## src/rtl/morse_pkg.sv

```systemverilog
// Shared symbol codes, ASCII constants and sequencer state type for the Morse keyer front end.
package morse_pkg;

  localparam logic [1:0] SYM_IDLE = 2'b00;
  localparam logic [1:0] SYM_DOT  = 2'b01;
  localparam logic [1:0] SYM_DASH = 2'b10;
  localparam logic [1:0] SYM_SEND = 2'b11;

  localparam logic [7:0] ASCII_SPACE = 8'h20;
  localparam logic [7:0] ASCII_ERR   = 8'h3F;

  typedef enum logic [2:0] {
    ST_IDLE,
    ST_PRESS,
    ST_GAP,
    ST_SEND,
    ST_WORD
  } state_t;

endpackage

```

## src/rtl/morse_char_buf.sv

```systemverilog
// One-entry valid/ready holding register for outgoing characters with a sticky overrun flag.
module morse_char_buf #(
  parameter int unsigned W = 8
) (
  input  logic         clk_i,
  input  logic         rst_i,
  input  logic         push_i,
  input  logic [W-1:0] data_i,
  input  logic         ready_i,
  output logic         valid_o,
  output logic [W-1:0] data_o,
  output logic         overrun_o
);

  logic         valid_q, valid_d;
  logic [W-1:0] data_q, data_d;
  logic         ovr_q, ovr_d;
  logic         accept;

  assign accept = valid_q & ready_i;

  // Load on push when the slot is free or being drained this cycle; otherwise drop and flag.
  always_comb begin
    valid_d = valid_q;
    data_d  = data_q;
    ovr_d   = ovr_q;
    if (push_i) begin
      if (!valid_q || accept) begin
        valid_d = 1'b1;
        data_d  = data_i;
      end else begin
        ovr_d = 1'b1;
      end
    end else if (accept) begin
      valid_d = 1'b0;
    end
  end

  // Buffer registers with synchronous reset.
  always_ff @(posedge clk_i) begin
    if (rst_i) begin
      valid_q <= 1'b0;
      data_q  <= '0;
      ovr_q   <= 1'b0;
    end else begin
      valid_q <= valid_d;
      data_q  <= data_d;
      ovr_q   <= ovr_d;
    end
  end

  assign valid_o   = valid_q;
  assign data_o    = data_q;
  assign overrun_o = ovr_q;

endmodule

```

## src/rtl/morse_keyer_ctrl.sv

```systemverilog
// Key timing sequencer: classifies presses into dot/dash symbols for the decoder,
// captures decoded letters at end-of-letter and inserts spaces on word gaps.
module morse_keyer_ctrl
  import morse_pkg::*;
#(
  parameter int unsigned CNT_W      = 16,
  parameter int unsigned DOT_MAX    = 400,
  parameter int unsigned GAP_LETTER = 1200,
  parameter int unsigned GAP_WORD   = 2800,
  parameter int unsigned MAX_ELEM   = 4
) (
  input  logic       clk,
  input  logic       rst,
  input  logic       key,
  output logic [1:0] symbol,
  input  logic [7:0] letter_in,
  input  logic       done_in,
  output logic [7:0] char_data,
  output logic       char_valid,
  input  logic       char_ready,
  output logic       overrun
);

  localparam int unsigned EW = $clog2(MAX_ELEM + 2);
  localparam logic [CNT_W-1:0] DOT_MAX_C    = CNT_W'(DOT_MAX);
  localparam logic [CNT_W-1:0] GAP_LETTER_C = CNT_W'(GAP_LETTER);
  localparam logic [CNT_W-1:0] GAP_WORD_C   = CNT_W'(GAP_WORD);
  localparam logic [CNT_W-1:0] CNT_ONE      = CNT_W'(1);
  localparam logic [EW-1:0]    MAX_ELEM_C   = EW'(MAX_ELEM);
  localparam logic [EW-1:0]    ELEM_SAT     = EW'(MAX_ELEM + 1);

  state_t           state_q, state_d;
  logic [CNT_W-1:0] cnt_q, cnt_d, cnt_inc;
  logic [EW-1:0]    elem_q, elem_d, elem_inc;
  logic [1:0]       sym_q, sym_d;
  logic             push;
  logic [7:0]       push_data;

  assign cnt_inc  = (&cnt_q) ? cnt_q : cnt_q + 1'b1;
  assign elem_inc = (elem_q >= ELEM_SAT) ? elem_q : elem_q + 1'b1;

  // Next-state, counters, symbol and character push decisions.
  always_comb begin
    state_d   = state_q;
    cnt_d     = cnt_q;
    elem_d    = elem_q;
    sym_d     = SYM_IDLE;
    push      = 1'b0;
    push_data = '0;
    case (state_q)
      ST_IDLE: begin
        if (key) begin
          state_d = ST_PRESS;
          cnt_d   = CNT_ONE;
          elem_d  = '0;
        end
      end
      ST_PRESS: begin
        if (key) begin
          cnt_d = cnt_inc;
        end else begin
          sym_d   = (cnt_q <= DOT_MAX_C) ? SYM_DOT : SYM_DASH;
          elem_d  = elem_inc;
          cnt_d   = CNT_ONE;
          state_d = ST_GAP;
        end
      end
      ST_GAP: begin
        if (key) begin
          state_d = ST_PRESS;
          cnt_d   = CNT_ONE;
        end else begin
          cnt_d = cnt_inc;
          if (cnt_q == GAP_LETTER_C) begin
            state_d = ST_SEND;
            sym_d   = SYM_SEND;
          end
        end
      end
      // symbol_q shows SEND during this state; the decoder still holds the letter
      // until the closing edge, so letter_in/done_in are captured on that edge.
      ST_SEND: begin
        cnt_d   = cnt_inc;
        state_d = ST_WORD;
        if (elem_q > MAX_ELEM_C) begin
          push      = 1'b1;
          push_data = ASCII_ERR;
        end else if (!done_in) begin
          push      = 1'b1;
          push_data = letter_in;
        end
      end
      ST_WORD: begin
        if (key) begin
          state_d = ST_PRESS;
          cnt_d   = CNT_ONE;
          elem_d  = '0;
        end else begin
          cnt_d = cnt_inc;
          if (cnt_q == GAP_WORD_C) begin
            push      = 1'b1;
            push_data = ASCII_SPACE;
            state_d   = ST_IDLE;
          end
        end
      end
      default: state_d = ST_IDLE;
    endcase
  end

  // State and counter registers; reset holds SEND on the symbol line to restart the decoder.
  always_ff @(posedge clk) begin
    if (rst) begin
      state_q <= ST_IDLE;
      cnt_q   <= '0;
      elem_q  <= '0;
      sym_q   <= SYM_SEND;
    end else begin
      state_q <= state_d;
      cnt_q   <= cnt_d;
      elem_q  <= elem_d;
      sym_q   <= sym_d;
    end
  end

  assign symbol = sym_q;

  morse_char_buf #(
    .W(8)
  ) u_char_buf (
    .clk_i     (clk),
    .rst_i     (rst),
    .push_i    (push),
    .data_i    (push_data),
    .ready_i   (char_ready),
    .valid_o   (char_valid),
    .data_o    (char_data),
    .overrun_o (overrun)
  );

endmodule

```

## config.mk

```make
export PLATFORM = sky130hd
export DESIGN_NAME = morse_keyer_ctrl
export DESIGN_NICKNAME = d
export VERILOG_FILES = /design/src/rtl/morse_pkg.sv /design/src/rtl/morse_char_buf.sv /design/src/rtl/morse_keyer_ctrl.sv
export SDC_FILE = /design/constraint.sdc
export NUM_CORES = 1
export LEC_CHECK = 0
export CAP_MARGIN = 10
export CORE_MARGIN = 2
export CORE_UTILIZATION = 25
export DETAILED_ROUTE_END_ITERATION = 8
export PLACE_DENSITY = 0.51
export RECOVER_POWER = 50
export SLEW_MARGIN = 20
export SYNTH_ARGS = -nofsm -noshare
export SYNTH_HDL_FRONTEND = slang
export SYNTH_SLANG_ARGS = --single-unit
```

## constraint.sdc

```tcl
create_clock -name clk -period 2.2 [get_ports clk]
set_input_delay 0.55 -clock clk [delete_from_list [all_inputs] [get_ports clk]]
set_output_delay 0.55 -clock clk [all_outputs]
set_load 0.005 [all_outputs]
```

Word level (Yosys, flattened, before mapping)
Index checks and enable logic that the tools add are counted.

storage, ports and cells
  flip-flop bits (word level) = 34
  logic and storage cells = 76

cells by class
  order comparisons = 3
  bitwise logic cells = 2
  equality and inequality tests = 13
  reductions and logical operators = 15
  multiplexer cells = 34
  $add $sub $neg = 2

operator list
  cell                     count
  $mux W16                 4
  $pmux W16 S4             1
  $mux W3                  9
  $add A16 B1 Y16 const B  1
  $eq A16 B11 Y1 const B   1
  $eq A16 B12 Y1 const B   1
  $le A16 B9 Y1 const B    1
  $mux W8                  2
  $pmux W8 S2              1
  $reduce_and A16 Y1       1
  $pmux W3 S5              1
  $mux W6                  2
  $mux W2                  4
  $reduce_and A2 Y1        4
  $reduce_and A4 Y1        2
  $mux W1                  7
  $eq A3 B2 Y1 const B     2
  $ne A2 B2 Y1 const B     3
  $ne A3 B3 Y1 const B     2
  $pmux W3 S2              1
  $ne A2 B1 Y1 const B     2
  $pmux W2 S2              1
  $reduce_bool A2 Y1       2
  $reduce_bool A4 Y1       1
  12 further kinds         13

Longest topological paths before layout
  depth after elaboration = 6
  mapped depth = 8

Cells and area by module
Synthesis repeated with hierarchy kept, for this count alone.

second synthesis, totals
  cell total of the unflattened synthesis = 258
  area total of the unflattened synthesis = 2,177.1 um2

modules (own cells, without submodules)
  module            times used  sequential area each (um2)  cells an instance  area an instance (um2)
  morse_keyer_ctrl  1           480.5                       216                1,741.7
  morse_char_buf    1           200.2                       42                 435.4

Worst setup path after synthesis
OpenSTA, ideal clock, no wires.

  kind = input to register
  start = input key
  end = register cnt_q[6]
  buffers on the path = 1
  data arrival time = 1.949 ns
  data required time = 2.130 ns
  stages = 5
  path slack = 0.181 ns
  library setup time = 0.070 ns
  path through = buf_6 > or4b_4 > o21a_2 > or4_1 > a21oi_1

on the way
  word-level cells in the longest chain between the ends = 2
  elaborated cells between the ends (all ways) = 5
  classes of those cells = 1 x eq/ne; 3 x mux; 1 x reduce/logical

RTL lines
  what                                                      RTL line                                        RTL
  from (decl)                                               morse_keyer_ctrl.sv:14                          input logic key,
  $mux W16 (tied with other cells)                          morse_keyer_ctrl.sv:69, morse_keyer_ctrl.sv:94
  $pmux W16 S4 / $reduce_and A2 Y1 (equally long branches)  --
  to (signal assigned)                                      morse_keyer_ctrl.sv:120                         cnt_q <= cnt_d;
  to (decl)                                                 morse_keyer_ctrl.sv:33                          logic [CNT_W-1:0] cnt_q, cnt_d, cnt_inc;

Parallel ways exist; a longest one is shown, timed or not.
A chain may end at the register's enable or synchronous reset.

Worst setup path after layout
  start = register cnt_q[0]
  end = register state_q[0]

on the way
  word-level cells in the longest chain between the ends = 3
  elaborated cells between the ends (all ways) = 5
  classes of those cells = 4 x eq/ne; 1 x reduce/logical

RTL lines
  what                                                     RTL line                                         RTL
  $eq A16 B12 Y1 / $eq A16 B11 Y1 (equally long branches)  morse_keyer_ctrl.sv:100, morse_keyer_ctrl.sv:74
  $ne A3 B3 Y1 (no source line)                            --
  $reduce_and A4 Y1 (no source line) *                     --
  to (signal assigned)                                     morse_keyer_ctrl.sv:119                          state_q <= state_d;
  to (decl)                                                morse_keyer_ctrl.sv:32                           state_t state_q, state_d;

Mark *: on every way between the ends. The rest lies on a longest branch, timed or not.

==> flow_summary.json <==
{
  "outcome": "completed",
  "crit_chain": "inv_1 > ha_1 > or3b_1 > nor3_4 > nand2_1 > or4b_1 > a21oi_1",
  "dr.pass1.iters": 4,
  "p_seq_frac": 0.421,
  "antenna_left": 0,
  "root_buffer": "clkbuf_8",
  "post-cts-setup-buffers": 0,
  "fin_nets": 296,
  "ctsHoldBuffers": 0,
  "clkPwrFrac": 0.471,
  "fin_cells": 378,
  "rows": 31,
  "drive_gt1_frac": 0.186,
  "critPathMaxFanout": 4,
  "wl_per_cell_um": 13.2,
  "min_period_ns": 1.99,
  "grt_setup_unrepaired": "false",
  "max-slew-margin-rel": 0.447,
  "path_class": "register to register",
  "areaGrowthSynthToFinish_pct": 36.0,
  "synth.top_cell.area_share": 0.358,
  "pin_count": 25,
  "async_reset_ff_frac": 0,
  "netlist_top_cells_count": "dfxtp_1, nor2_1, a21oi_1, nand2_1, nand3_1",
  "slowest_delay_ns": 0.48,
  "grtUsageTotal": 0.128,
  "initial_utilization": 0.260,
  "ir_drop_v": 0.000252,
  "power_frac_comb": 0.107,
  "cp_num_buf_inv": 1,
  "setup_viol": 0,
  "hold_class": "register to register",
  "drcViolationCount": 0,
  "setup_tns_ns": 0,
  "antenna_cells": 0,
  "syn_area_per_cell_um2": 8.38,
  "synth_ff_type": "dfxtp_1",
  "yosysMostFrequentCell": "dfxtp_1",
  "synth_cells": 227,
  "vias": 1861,
  "tightest_slew_ns": 0.829,
  "p_int_uw": 1170,
  "numCtsBuffers": 5,
  "rr_worst_depth": 7,
  "power_density_nw_per_um2": 580,
  "grt_pass1_wl_um": 8690,
  "slew_violations": 0,
  "insertion_delay_ns": 0.30,
  "timing.fmax_ghz": 0.503,
  "timing.final.crit_share": 0.904,
  "dpl_cell_area_um2": 2460,
  "fin_area_um2": 2590,
  "crit_slowest_cell": "or4b_1",
  "cp-start-kind": "register",
  "holdPathStages": 2,
  "path_delay_family": "simple AND/OR/NAND/NOR gates",
  "yosysTopAreaCell": "dfxtp_1",
  "power_switching_uw": 336,
  "hold_violations": 0,
  "max-cap-violations": 0,
  "cts_tree": "built",
  "gp_congestion": 0.839,
  "worst_ep_arrival_time_ns": 2.21,
  "core_area_um2": 7330,
  "synth_seq_cells": 34,
  "grt_max_degree": 20,
  "ys_seq_area_frac": 0.358,
  "die_w_um": 91.3,
  "cp-end-kind": "register",
  "finalClockSkew_ns": 0.0134,
  "dp_hpwl_um": 3730,
  "first_global_vias": 1791,
  "dieArea_um2": 8330,
  "p_sw_frac": 0.224,
  "dieHeight_um": 91.3,
  "dp_cells": 370,
  "gr-total-overflow": 0,
  "vias_per_cell": 4.92,
  "ys_warn_count": 0,
  "critical_path_required_ns": 2.42,
  "antenna_found_initial": 0,
  "ys_types": 56,
  "drtIter0Drc": 68,
  "synth_nets": 245,
  "cts.sinks": 34,
  "cts.clk_slew.worst_paths_ns": 0.08,
  "ctsHtreeMaxLevel": 2,
  "syn_area_um2": 1900,
  "holdWs_ns": 0.470,
  "portBuffers": 24,
  "p_leak_uw": 0.000951,
  "synth-edff-count": 0,
  "clock_path_buffers": 2,
  "synth_area_leaders": "dfxtp_1, a21oi_1, nand3_1, nor2_1, ha_1",
  "wl_um": 4980,
  "worst-path-stages": 7
}
-- stage by stage --
stage               utilization  total power (µW)  worst slack (ns)
detailed placement        0.335               812            -0.319
CTS                       0.354              1520            0.0358
global placement          0.335               812            -0.304
global route              0.353              1560            0.0640
finish                    0.353              1500             0.211
floorplan                     -               726             0.181
-- layer usage --
| metal | part of all wire | GRT usage | vias up | routed length (µm) |
|---|---|---|---|---|
| li1 | - | - | 953 | - |
| met1 | 0.47 | 0.165 | 874 | 2370 |
| met2 | 0.47 | 0.208 | 25 | 2360 |
| met3 | 0.032 | 0.0299 | 9 | 161 |
| met4 | 0.018 | 0.0492 | 0 | 89 |
| met5 | 0 | 0 | - | 0 |
-- layout make-up --
cell class	count	area [µm²]
multi-input combinational	174	1130
fill	774	4740
timing repair buffer	58	494
clock inverter	3	68.8
clock buffer	5	68.8
sequential	34	681
tap	99	124
inverter	5	18.8
-- worst paths after layout --
kind                            slack, ns                                end                              start
worst max register to register       0.21            state_q[0]$_SDFFE_PP0P_              cnt_q[0]$_SDFFE_PP0P_
worst min-delay path                 0.47  u_char_buf.data_o[3]$_SDFFE_PP0P_  u_char_buf.data_o[3]$_SDFFE_PP0P_
worst min register to register       0.47  u_char_buf.data_o[3]$_SDFFE_PP0P_  u_char_buf.data_o[3]$_SDFFE_PP0P_
worst max-delay path                 0.21            state_q[0]$_SDFFE_PP0P_              cnt_q[0]$_SDFFE_PP0P_
-- logic make-up after synthesis --
logic type	synth area share
flops	0.358
simple gates	0.306
buf+inv	0.0441
mux	0.0217
fa+ha+maj	0.0329
compound gates	0.205
xor+xnor	0.0322
-- layout by cell type (no fill, tap or decap), drive strengths merged, types with 5 or more instances in the layout --
| cell type | netlist | layout |
|---|---|---|
| nand2 | 15 | 15 |
| clkdlybuf4s50 | 0 | 10 |
| nor3 | 12 | 12 |
| a211oi | 8 | 8 |
| clkbuf | 7 | 6 |
| nand3b | 5 | 5 |
| nand2b | 7 | 7 |
| ha | 5 | 5 |
| nor2 | 17 | 17 |
| inv | 5 | 5 |
| dlygate4sd3 | 0 | 13 |
| o21ai | 12 | 12 |
| buf | 7 | 33 |
| nor4 | 5 | 5 |
| dfxtp | 34 | 34 |
| nand3 | 13 | 13 |
| a21oi | 16 | 16 |
| xor2 | 5 | 5 |
-- flip-flops by register name (all words and copies together) (netlist names) --
name / cells
cnt_q: 16
symbol: 2
elem_q: 3
u_char_buf.valid_o: 1
u_char_buf.overrun_o: 1
state_q: 3
u_char_buf.data_o: 8
-- power by group through the flow --
stage          registers (µW)  clock network, µW  logic [µW]
3_5_place_dp              648                  0         165
2_1_floorplan             645                  0        81.5
4_1_cts                   633                722         167
6_report                  633                708         161
5_1_grt                   635                751         178
3_3_place_gp              648                  0         164
-- what timing repair did --
action                     in CTS  in global routing
gates resized for setup         2                  2
pin swaps                       0                  0
setup endpoints to repair       1                 10
-- tightest hold or removal path, delay by kind of cell (launching register included) --
family | cells | cell delay [ns]
flops | 1 | 0.32
compound gates | 1 | 0.06
simple gates | 1 | 0.05
Power figures use the tool's default switching activity.
